--- src/rtl/audio_timer_bank.sv ---
// audio_timer_bank: 1.79 MHz-derived audio channel timers; ports clk, reset_n, en179, wren/addr/D (AUDF write), stimer, sel15Khz, fastClk, link -> tick
module audio_timer_bank #(
  parameter int NUM_CH = 4,
  parameter int DIV64 = 28,
  parameter int DIV15 = 114
) (
  input  logic                      clk,
  input  logic                      reset_n,
  input  logic                      en179,
  input  logic                      wren,
  input  logic [$clog2(NUM_CH)-1:0] addr,
  input  logic [7:0]                D,
  input  logic                      stimer,
  input  logic                      sel15Khz,
  input  logic [NUM_CH/2-1:0]       fastClk,
  input  logic [NUM_CH/2-1:0]       link,
  output logic [NUM_CH-1:0]         tick
);
  localparam int W64 = $clog2(DIV64 + 1);
  localparam int W15 = $clog2(DIV15 + 1);
  logic [7:0] audf [NUM_CH];
  logic [W64-1:0] p64;
  logic [W15-1:0] p15;
  logic base;
  assign base = en179 && (sel15Khz ? p15 == W15'(DIV15 - 1) : p64 == W64'(DIV64 - 1));
  always_ff @(posedge clk or negedge reset_n) begin
    if (!reset_n) begin
      p64 <= '0;
      p15 <= '0;
      for (int i = 0; i < NUM_CH; i++) audf[i] <= '0;
    end else if (en179) begin
      p64 <= p64 == W64'(DIV64 - 1) ? '0 : p64 + W64'(1);
      p15 <= p15 == W15'(DIV15 - 1) ? '0 : p15 + W15'(1);
      if (wren) audf[addr] <= D;
    end
  end
  for (genvar g = 0; g < NUM_CH / 2; g++) begin : g_pair
    logic [8:0] lo, hi, lo_n, hi_n, lo_rl, lo_dec, hi_dec;
    logic [16:0] pair, pair_rl, pair_dec;
    logic tl, th, tl_n, th_n, en_lo;
    assign en_lo = fastClk[g] ? en179 : base;
    assign pair = {hi, lo[7:0]};
    assign lo_rl = {1'b0, audf[2*g]} + (fastClk[g] ? 9'd3 : 9'd0);
    assign pair_rl = {1'b0, audf[2*g+1], audf[2*g]} + (fastClk[g] ? 17'd6 : 17'd0);
    assign lo_dec = lo == '0 ? lo_rl : lo - 9'd1;
    assign hi_dec = hi == '0 ? {1'b0, audf[2*g+1]} : hi - 9'd1;
    assign pair_dec = pair == '0 ? pair_rl : pair - 17'd1;
    assign lo_n = stimer ? (link[g] ? {1'b0, pair_rl[7:0]} : lo_rl) :
                  !en_lo ? lo : link[g] ? {1'b0, pair_dec[7:0]} : lo_dec;
    assign hi_n = stimer ? (link[g] ? pair_rl[16:8] : {1'b0, audf[2*g+1]}) :
                  link[g] ? (en_lo ? pair_dec[16:8] : hi) : (base ? hi_dec : hi);
    assign tl_n = !stimer && !link[g] && en_lo && lo == '0;
    assign th_n = !stimer && (link[g] ? en_lo && pair == '0 : base && hi == '0);
    always_ff @(posedge clk or negedge reset_n) begin
      if (!reset_n) begin
        lo <= '0;
        hi <= '0;
        tl <= 1'b0;
        th <= 1'b0;
      end else begin
        lo <= lo_n;
        hi <= hi_n;
        tl <= tl_n;
        th <= th_n;
      end
    end
    assign tick[2*g] = tl;
    assign tick[2*g+1] = th;
  end
endmodule

--- config.mk ---
export PLATFORM = sky130hd
export DESIGN_NAME = audio_timer_bank
export DESIGN_NICKNAME = d
export VERILOG_FILES = /design/src/rtl/audio_timer_bank.sv
export SDC_FILE = /design/constraint.sdc
export NUM_CORES = 1
export LEC_CHECK = 0
export ABC_AREA = 1
export CORE_ASPECT_RATIO = 1.1
export CORE_MARGIN = 2
export CORE_UTILIZATION = 51
export CTS_BUF_LIST = sky130_fd_sc_hd__clkbuf_8
export DETAILED_ROUTE_END_ITERATION = 8
export GPL_ROUTABILITY_DRIVEN = 0
export GPL_TIMING_DRIVEN = 0
export PLACE_DENSITY_LB_ADDON = 0.08
export REMOVE_ABC_BUFFERS = 1
export SLEW_MARGIN = 10
export SYNTH_ARGS = -nofsm -noshare
export SYNTH_HDL_FRONTEND = slang
export SYNTH_SLANG_ARGS = --single-unit
--- constraint.sdc ---
create_clock -name clk -period 2.55 [get_ports clk]
set_input_delay 0.51 -clock clk [delete_from_list [all_inputs] [get_ports clk]]
set_output_delay 0.51 -clock clk [all_outputs]
set_load 0.01 [all_outputs]
==> reports/qor.log, run 1 <==
INFO  global_routing grt_use_met3=0.0286
INFO  critical_path  worst_reg2reg_path_startpoint=audf[9]
INFO  logic_synthesis synth_top_area_share=0.309
INFO  critical_path  critical_path.max_stage_delay=0.88ns
INFO  global_routing global_route.usage.met1=0.308
INFO  timing         final_critical_path_setup_slack=0.0515ns
INFO  final_layout   final_nets=1087
INFO  timing         max_freq=0.400GHz
INFO  critical_path  reg2reg_to=g_pair[1].hi[3]
INFO  global_routing overflow=0
INFO  pwr            vdd.ir_drop.worst=352uV
INFO  placement      hpwl=13400um
INFO  timing         timing.hold.ws=0.123ns
INFO  job            timing.max_cap.violations=0
INFO  timing         min_period_over_period=0.980
INFO  timing         finalHoldViolCount=0
INFO  global_routing groute.usage.overall=0.255
INFO  critical_path  reg2regPathDepth=12
INFO  logic_synthesis netlist-cell-type-count=36
INFO  drt            drtAntennaViolNets=0
INFO  global_routing global_route.peak_usage_layer=met2
INFO  logic_synthesis yosys.cell_count.top_type=sky130_fd_sc_hd__nand2_1
INFO  cts            cts_tree=built
INFO  critical_path  worst-path-stages=6
INFO  critical_path  count_of_buffer_and_inverter_cells_on_the_critical_path=3
INFO  placement      dpl_worst_slack=-0.584ns
INFO  die            io_count=24
INFO  critical_path  worst_path_max_delay_cell=sky130_fd_sc_hd__dlygate4sd2_1
INFO  drt            routed_via_count=6238
INFO  timing         post-route-min-period=2.50ns
INFO  logic_synthesis yosysSeqAreaShare=0.309
INFO  critical_path  critical_path.endpoint=g_pair[0].lo[7]
INFO  critical_path  ff2ff_setup_slack=0.39ns
INFO  die            die-height=125um
INFO  global_routing grt_max_degree=44
INFO  critical_path  start_kind=input pin
INFO  cts            cts_sinks=84
INFO  logic_synthesis netlist.top_cell.by_area=sky130_fd_sc_hd__dfrtp_1
INFO  drt            first_iter_violations=390
INFO  logic_synthesis synth.cell_area=6800um^2
INFO  logic_synthesis synth_async_reset_ratio=1.00
INFO  pwr            cellPowerDensity=677nW/um^2
INFO  global_routing antenna_found_initial=0
INFO  drt            drt-vias-per-instance=5.13
INFO  logic_synthesis list_of_most_frequent_post_synthesis_cells=sky130_fd_sc_hd__nand2_1, sky130_fd_sc_hd__nor2_1, sky130_fd_sc_hd__inv_1
INFO  cts            insertion_delay=0.39ns
INFO  logic_synthesis postSynthAreaPerCell=6.55um^2
INFO  run_status     run_status=finished, final reports clean
INFO  logic_synthesis synth-seq-cells=84
INFO  global_routing gr-usage-met2=0.452
INFO  logic_synthesis ys.flop_type=sky130_fd_sc_hd__dfrtp_1
INFO  timing         slew_viols_final=0
INFO  cts            worst_setup_hold_path_clk_slew=0.09ns
INFO  min_path       hold_path.class=input pin to asynchronous set/reset pin
INFO  die            die_width=114um
INFO  timing         setup-violations-final=0
INFO  critical_path  path_delay_family=buffers and inverters
INFO  cts            cts_made_buffers=9
INFO  logic_synthesis synthCells=1039
INFO  critical_path  cp.required=2.84ns
INFO  timing         fin_worst_skew=0.0149ns
INFO  drt            wl_per_cell=14.3um
INFO  cts            cts.htree.levels=3
INFO  die            core.rowCount=44
INFO  critical_path  crit_path_max_fanout=16
INFO  critical_path  worstPathArrival=2.79ns
INFO  timing         max_slew_margin=0.315
INFO  critical_path  critPathLaunch=stimer
INFO  final_layout   final_core_utilization=0.558
INFO  die            die-area=14300um^2
INFO  logic_synthesis synth-warning-count=0
INFO  cts            cts_hold_buf=0
INFO  final_layout   post_route_cells_drive_above_1_share=0.0816
INFO  critical_path  setup.worst_path.end_class=flop
INFO  global_routing grt_first_pass_wirelength=28800um
INFO  global_routing grt_pass1_vias=5989
INFO  final_layout   synth_to_final_area_change=7.51%
INFO  timing         rsz0062_at_grt=true
INFO  placement      placement.io_buffers=23
INFO  drt            drc=0
INFO  logic_synthesis synth_enable_flop_cells=0
INFO  cts            ctsRootBufferMaster=sky130_fd_sc_hd__clkbuf_8
INFO  die            core-area=13100um^2
INFO  cts            postCtsSetupBuffers=0
INFO  timing         actual_slew_at_the_worst_max_slew_pin=1.03ns
INFO  critical_path  cp_cell_sequence=dlygate4sd2_1 -> inv_2 -> nand3_1 -> inv_1 -> o21ai_1 -> nand2_1
INFO  cts            cts_max_path_buffers=2
INFO  final_layout   antennaDiodeCount=0
INFO  logic_synthesis synthTopCellsByArea=sky130_fd_sc_hd__dfrtp_1, sky130_fd_sc_hd__nand2_1, sky130_fd_sc_hd__nand3_1
INFO  drt            routed_wirelength=17300um
INFO  pwr            leakage=3.73nW
INFO  die            initial_standard_cell_utilization_of_the_core=0.519
INFO  critical_path  critical_path_class=input pin to flop
INFO  drt            drt_pre_antenna_iters=5
-- metal layers --
layer | wire length, um | up-vias
met1 | 7610 | 2825
met2 | 8780 | 100
li1 | - | 3279
met4 | 553 | 0
met3 | 377 | 34
met5 | 0 | -
-- registers in the layout (all words and copies together) (netlist names) --
| register | count |
|---|---|
| g_pair.lo | 18 |
| p64 | 5 |
| g_pair.hi | 18 |
| p15 | 7 |
| g_pair.th | 2 |
| g_pair.tl | 2 |
| audf | 32 |
-- power breakdown --
part,leakage (nW),switching (W),internal [W]
registers,1.04,0.000387,0.00164
logic,2.58,0.00117,0.000686
clock network,0.106,0.000529,0.000540
total,3.73,0.00209,0.00286
-- how the worst min path moves through the flow --
stage / from / end / slack (ns) / cells past startpoint
5_1_grt: reset_n / g_pair[0].lo[3] / 0.17 / 1
4_1_cts: reset_n / g_pair[0].lo[3] / 0.14 / 1
2_1_floorplan: reset_n / audf[0] / 0.21 / 0
6_report: reset_n / p15[6] / 0.12 / 1
3_5_place_dp: g_pair[0].lo[8] / g_pair[0].lo[8] / 0.46 / 2
3_3_place_gp: g_pair[0].lo[8] / g_pair[0].lo[8] / 0.45 / 2
-- cells in the final DEF (no fill, tap or decap), drive strengths merged --
| cell | instances |
|---|---|
| clkbuf | 9 |
| dlygate4sd2 | 1 |
| clkdlybuf4s50 | 18 |
| dlymetal6s2s | 3 |
| nand3b | 4 |
| ha | 13 |
| bufinv | 2 |
| nand3 | 103 |
| dfrtp | 84 |
| xnor2 | 14 |
| xor2 | 25 |
| o211ai | 8 |
| nand4 | 16 |
| buf | 2 |
| nor3 | 10 |
| nor2 | 148 |
| fa | 4 |
| inv | 135 |
| or3 | 1 |
| o22ai | 3 |
| clkinvlp | 1 |
| clkinv | 4 |
| nand2 | 359 |
| a21oi | 17 |
| o21ai | 67 |
| a22oi | 3 |
-- final cells by class --
type                            count  area [um^2]
Clock buffer                        9          124
Clock inverter                      6         81.3
Fill cell                        1351         5790
Inverter                          136          515
Multi-Input combinational cell    795         4030
Sequential cell                    84         2100
Tap cell                          161          201
Timing Repair Buffer               24          262
-- logic make-up (layout without fill, tap and decap cells) --
family          count (synthesis)  count (layout)  synth area share
xor+xnor                       39              39            0.0502
simple gates                  641             641             0.428
fa+ha+maj                      17              17            0.0357
flops                          84              84             0.309
compound gates                 98              98            0.0773
buf+inv                       160             175            0.0997
-- through the flow --
step	power [W]	TNS [ns]	instance area [um^2]	cells
2_1_floorplan	0.00339	0	6640	1015
3_3_place_gp	0.00387	-210.18	7070	1199
3_5_place_dp	0.00389	-14.13	7100	1200
4_1_cts	0.00498	0	7300	1215
5_1_grt	0.00536	-0.0439	7310	1215
6_report	0.00495	0	7310	1215
-- timing repair --
item / CTS / global route
pin swaps: 0 / 0
resized for setup: 2 / 4
setup endpoints to repair: 15 / 13
Note: power is estimated with default switching activity, not from simulation.
==> inputs of run 2 (changes only) <==
- SKIP_LAST_GASP: not set -> 1
==> results of run 2 <==
Same layout as run 1: the final DEF is identical, and so are final timing and power.
